**config.mk**
```make
export PLATFORM = sky130hd
export DESIGN_NAME = muldiv_seq
export DESIGN_NICKNAME = d
export VERILOG_FILES = /design/src/rtl/muldiv_seq.sv
export SDC_FILE = /design/constraint.sdc
export NUM_CORES = 1
export LEC_CHECK = 0
export ABC_CLOCK_PERIOD_IN_PS = 4900
export CORE_MARGIN = 1.5
export CORE_UTILIZATION = 56
export CTS_BUF_LIST = sky130_fd_sc_hd__clkbuf_8
export CTS_CLUSTER_DIAMETER = 120
export DETAILED_ROUTE_END_ITERATION = 6
export GPL_TIMING_DRIVEN = 0
export PLACE_DENSITY_LB_ADDON = 0.05
export SETUP_SLACK_MARGIN = 0.1
export SLEW_MARGIN = 20
export SYNTH_ARGS = -nofsm -noshare
export SYNTH_HDL_FRONTEND = slang
export SYNTH_SLANG_ARGS = --single-unit
```
**constraint.sdc**
```tcl
create_clock -name clk -period 4.9 [get_ports clk]
set_clock_uncertainty 0.1 [all_clocks]
set_input_delay 0.98 -clock clk [delete_from_list [all_inputs] [get_ports clk]]
set_output_delay 0.98 -clock clk [all_outputs]
set_load 0.05 [all_outputs]
```
**src/rtl/muldiv_seq.sv**
```systemverilog
// Iterative RV32M multiply/divide: shift-add multiply or restoring divide, one bit per cycle.
// Normal latency XLEN+2 cycles from start to done; divide-by-zero/overflow finish in 1 cycle.
module muldiv_seq #(
  parameter int XLEN = 32
) (
  input  logic            clk,
  input  logic            reset,
  input  logic            start,
  input  logic [2:0]      op,
  input  logic [XLEN-1:0] a,
  input  logic [XLEN-1:0] b,
  output logic [XLEN-1:0] result,
  output logic            done,
  output logic            busy,
  output logic            stall
);

  typedef enum logic [1:0] {S_IDLE, S_CALC, S_FIXUP, S_DONE} state_t;
  localparam int CW = $clog2(XLEN);

  state_t            r_state, w_state_nxt;
  logic [CW-1:0]     r_cnt;
  logic [2:0]        r_op;
  logic              r_neg_q, r_neg_r;
  logic [2*XLEN-1:0] r_acc;
  logic [XLEN-1:0]   r_opb;
  logic [XLEN-1:0]   r_result;
  logic              r_done;

  logic              w_accept, w_a_sgn, w_b_sgn, w_a_neg, w_b_neg;
  logic [XLEN-1:0]   w_a_mag, w_b_mag, w_special_res;
  logic              w_div0, w_ovf, w_special, w_last, w_ge;
  logic [XLEN-1:0]   w_hi, w_lo, w_rdiff, w_quo, w_rem, w_fix_res;
  logic [XLEN:0]     w_sum, w_rsh;
  logic [2*XLEN-1:0] w_acc_step, w_prod;

  assign w_a_sgn = (op == 3'b001) | (op == 3'b010) | (op == 3'b100) | (op == 3'b110);
  assign w_b_sgn = (op == 3'b001) | (op == 3'b100) | (op == 3'b110);
  assign w_a_neg = w_a_sgn & a[XLEN-1];
  assign w_b_neg = w_b_sgn & b[XLEN-1];
  assign w_a_mag = w_a_neg ? -a : a;
  assign w_b_mag = w_b_neg ? -b : b;

  assign w_div0        = op[2] & (b == '0);
  assign w_ovf         = op[2] & ~op[0] & (a == {1'b1, {(XLEN-1){1'b0}}}) & (b == '1);
  assign w_special     = w_div0 | w_ovf;
  assign w_special_res = w_div0 ? (op[1] ? a : '1) : (op[1] ? '0 : a);

  // Accumulator: hi half is partial product / remainder, lo half is multiplier / dividend->quotient.
  assign w_hi   = r_acc[2*XLEN-1:XLEN];
  assign w_lo   = r_acc[XLEN-1:0];
  assign w_sum  = {1'b0, w_hi} + (w_lo[0] ? {1'b0, r_opb} : '0);
  assign w_rsh  = {w_hi, w_lo[XLEN-1]};
  assign w_ge   = (w_rsh >= {1'b0, r_opb});
  assign w_rdiff = w_rsh[XLEN-1:0] - r_opb;
  assign w_acc_step = r_op[2] ? {(w_ge ? w_rdiff : w_rsh[XLEN-1:0]), w_lo[XLEN-2:0], w_ge}
                              : {w_sum, w_lo[XLEN-1:1]};
  assign w_last = (r_cnt == CW'(XLEN-1));

  assign w_prod = r_neg_q ? -r_acc : r_acc;
  assign w_quo  = r_neg_q ? -w_lo : w_lo;
  assign w_rem  = r_neg_r ? -w_hi : w_hi;

  always_comb begin
    w_fix_res = w_rem;
    case (r_op)
      3'b000:                 w_fix_res = w_prod[XLEN-1:0];
      3'b001, 3'b010, 3'b011: w_fix_res = w_prod[2*XLEN-1:XLEN];
      3'b100, 3'b101:         w_fix_res = w_quo;
      default:                w_fix_res = w_rem;
    endcase
  end

  always_ff @(posedge clk or posedge reset) begin
    if (reset) r_state <= S_IDLE;
    else       r_state <= w_state_nxt;
  end

  always_comb begin
    w_state_nxt = r_state;
    w_accept    = 1'b0;
    busy        = 1'b0;
    case (r_state)
      S_IDLE, S_DONE: begin
        w_state_nxt = S_IDLE;
        if (start) begin
          w_accept    = 1'b1;
          w_state_nxt = w_special ? S_DONE : S_CALC;
        end
      end
      S_CALC: begin
        busy = 1'b1;
        if (w_last) w_state_nxt = S_FIXUP;
      end
      S_FIXUP: begin
        busy        = 1'b1;
        w_state_nxt = S_DONE;
      end
      default: w_state_nxt = S_IDLE;
    endcase
  end

  assign stall = busy | (start & (r_state == S_IDLE));

  always_ff @(posedge clk or posedge reset) begin
    if (reset) begin
      r_cnt    <= '0;
      r_op     <= '0;
      r_neg_q  <= 1'b0;
      r_neg_r  <= 1'b0;
      r_acc    <= '0;
      r_opb    <= '0;
      r_result <= '0;
      r_done   <= 1'b0;
    end else begin
      r_done <= (w_state_nxt == S_DONE);
      if (w_accept) begin
        r_op    <= op;
        r_opb   <= w_b_mag;
        r_acc   <= {{XLEN{1'b0}}, w_a_mag};
        r_cnt   <= '0;
        r_neg_q <= w_a_neg ^ w_b_neg;
        r_neg_r <= w_a_neg;
        if (w_special) r_result <= w_special_res;
      end else if (r_state == S_CALC) begin
        r_acc <= w_acc_step;
        r_cnt <= r_cnt + 1'b1;
      end else if (r_state == S_FIXUP) begin
        r_result <= w_fix_res;
      end
    end
  end

  assign result = r_result;
  assign done   = r_done;

endmodule

```
==> flow_summary_export.csv <==
group,metric,value,unit
final_layout,fillers,2276,
global_routing,grt_start_max_net_pins,37,
timing,finalHoldWorstSlack,376,ps
synthesis,synth_top_area_cell,"dfrtp_1",
die,die_x,165,microns
global_routing,grt_pass1_wl,92200,microns
pwr,p_per_area,477,nW/um^2
route,wl_per_cell,25.7,microns
clock_tree,clock-sinks,141,
final_layout,fin_cells,2393,
pwr,total_power,0.00791,W
synthesis,synth_xor_xnor_area_share,11.3,%
synthesis,yosysSeqAreaShare,24.1,%
status,status,"completed",
route,dr.pass1.iters,6,
worst_hold_path,min_from,"result[9]",
critical_path,crit_path_top_delay_cell,"o41ai_1",
die,ios,105,
global_routing,grt_overflow,0,
timing,fmax,220,MHz
global_routing,grt.met2_usage,66.1,%
place,placedCellCount,2359,
final_layout,syn_to_final_growth,13.3,%
timing,worstMarginPinSlew,1150,ps
critical_path,critical_path_arrival,4850,ps
pwr,power_leakage,6.76,nW
timing,finalSetupViolCount,0,
synthesis,synthSimpleGateAreaFrac,20.2,%
critical_path,r2r_slack,350,ps
final_layout,fin_nets,2194,
clock_tree,cts_hold_buf,0,
synthesis,ys_ff_latch,141,
synthesis,ys_async_sr_fraction,100,%
synthesis,synth_edf_count,0,
route,route.detailed.drc,0,
clock_tree,cts-root-buf,"clkbuf_8",
timing,tns,0,ps
clock_tree,cts_resized,0,
critical_path,cp.required,5200,ps
global_routing,use_met1,61.5,%
critical_path,crit_fanout,10,
critical_path,slowest_delay,600,ps
synthesis,netlist_area,14600,sq um
critical_path,path_cells,"inv_1, clkbuf_1, nor2_1, ha_1, a21o_1, a21o_1, a211oi_1, a211oi_2, o41ai_1, o21ai_0, a2111oi_0, a41oi_1, a31oi_1",
die,die_area,27100,sq um
route,totalWireLength,61400,microns
timing,slew_violations,0,
timing,min_period,4550,ps
critical_path,worst_path_most_repeated_cell,"a21o_1",
synthesis,synth_top_family_by_area,"compound AO/OA/AOI/OAI gates",
die,fp.dieH,165,microns
synthesis,synth_top_area_share,24.1,%
final_layout,drive_above_1_share,5.63,%
critical_path,critPathKind,"flip-flop to flip-flop",
route,drtIter0Drc,2121,
synthesis,yosysWarnings,0,
route,antenna_left,0,
critical_path,reg2reg_from,"r_acc[0]",
die,design.core.area,25400,sq um
worst_hold_path,hold_depth,2,
synthesis,netlist_top_cells_area,"dfrtp_1 24%, o21ai_0 7.1%, ha_1 6.3%",
synthesis,synth_compound_area_share,26.7,%
die,rows,58,
global_routing,track_usage,46.0,%
flow_run,drv_cap,0,
timing,relSlewSlack,22.8,%
timing,rsz0062_at_grt,"false",
global_routing,grt_pass1_vias,15400,
pwr,ir_drop,0.000304,V
final_layout,final_common_cell,"nand2_1",
clock_tree,cts-buffers-inserted,17,
place,place.gp.congestion,1.10,
global_routing,top_usage_layer,"met2",
critical_path,rr_worst_depth,13,
critical_path,end_kind,"flip-flop",
clock_tree,postCtsSetupRepairBufs,0,
synthesis,synth_cell_type_count,93,
clock_tree,worstSkewPairLatency,500,ps
clock_tree,path_clk_slew,100,ps
timing,finalHoldViolations,0,
synthesis,synthCells,1921,
synthesis,ys.flop_type,"dfrtp_1",
synthesis,synthAdderAreaFrac,8.45,%
worst_hold_path,hold_end,"result[9]",
final_layout,mostFrequentLayoutCells,"226 x nand2_1, 207 x o21ai_0, 147 x nor2_1",
global_routing,grt_util_met3,16.6,%
route,via_count,16300,
timing,fin_crit_sh,92.8,%
critical_path,cp-start-kind,"flip-flop",
clock_tree,cts_tree,"built",
worst_hold_path,hold_class,"flip-flop to flip-flop",
global_routing,antenna_found_initial,2,
synthesis,syn_avg_cell_area,7.61,sq um
place,port_buffers,104,
place,dpl.hpwl,47200,microns
die,initial_core_util,57.6,%
clock_tree,cts_buffer_depth,2,
synthesis,synth_fp_nets,2067,
synthesis,synth_mux_area_share,3.63,%
route,vias_per_cell,6.80,
clock_tree,cts_max_level,4,
critical_path,r2r_end,"r_acc[57]",
[Yosys cell counts, drive strengths merged (4+ instances only)]
cell type and instances:
nand2 227, o21ai 224, nor2 149, dfrtp 141, a21oi 126, xor2 101, clkbuf 96, xnor2 87
ha 74, inv 71, nor3 55, o211ai 52, mux2i 44, nand3 38, buf 35, a21o 28
maj3 27, a211oi 26, o31ai 26, nand4 25, a31oi 24, or3 20, nor4 18, nand2b 14
o221ai 14, o22ai 14, o41ai 13, or4 13, or2 12, and2 11, o21a 9, mux2 8
nor2b 8, and3 6, o21bai 6, a2111oi 5, a221oi 5, a22oi 5, a31o 5, nand3b 5
nor3b 5, and4 4, o211a 4
[report_power, final]
part	switching [W]	internal, W
Combinational	0.00326	0.00186
Clock	0.000630	0.000396
Sequential	0.000372	0.00139
[cell families after synthesis]
logic type	after synthesis
compound gates	620
xor+xnor	188
fa+ha+maj	103
buf+inv	203
flops	141
mux	52
simple gates	614
[worst max path at each step]
stage / from / end / slack, ps
floorplan: a[9] / result[3] / 1540
global placement: b[0] / result[3] / 180
detailed placement: b[0] / result[20] / 120
CTS: r_acc[0] / r_acc[55] / 420
global route: r_acc[0] / r_acc[57] / 150
finish: r_acc[0] / r_acc[57] / 350
[final cells by class]
class,count,area (sq um),share of cell area [%]
antenna,2,5.00,0.0302
buffer,131,546,3.29
tap,330,413,2.49
inverter,72,274,1.65
multi-input combinational,1577,10300,62.1
clock buffer,18,248,1.50
timing repair buffer,108,1120,6.77
clock inverter,14,144,0.869
sequential,141,3530,21.3
[worst max-delay path: cells and delay by family, from the launching register on]
| family | cells | cell delay (ps) |
|---|---|---|
| and+or+nand+nor | 1 | 90 |
| buffers and inverters | 2 | 780 |
| AOI/OAI and AO/OA | 9 | 2610 |
| adders and majority gates | 1 | 370 |
| DFF | 1 | 510 |
[metal layers]
metal  vias up  wire length, microns
li1       7225                     -
met1      7714                 24400
met2      1136                 25400
met3       202                  8950
met4         0                  2670
met5         -                     0
[flip-flops by register name, summed over array words and instances, names as in the netlist]
| name | flops |
|---|---|
| done | 1 |
| r_acc | 64 |
| r_cnt | 5 |
| r_neg_q | 1 |
| r_neg_r | 1 |
| r_op | 3 |
| r_opb | 32 |
| r_state | 2 |
| result | 32 |
[metrics by stage]
stage | instance area, sq um | utilization, % | setup slack, ps
after floorplan | 14600 | - | 1540
after global placement | 16100 | 63.3 | 180
after detailed placement | 16200 | 63.6 | 121
after CTS | 16600 | 65.2 | 419
after global routing | 16600 | 65.2 | 153
final | 16600 | 65.2 | 352
Power figures use the tool's default switching activity.
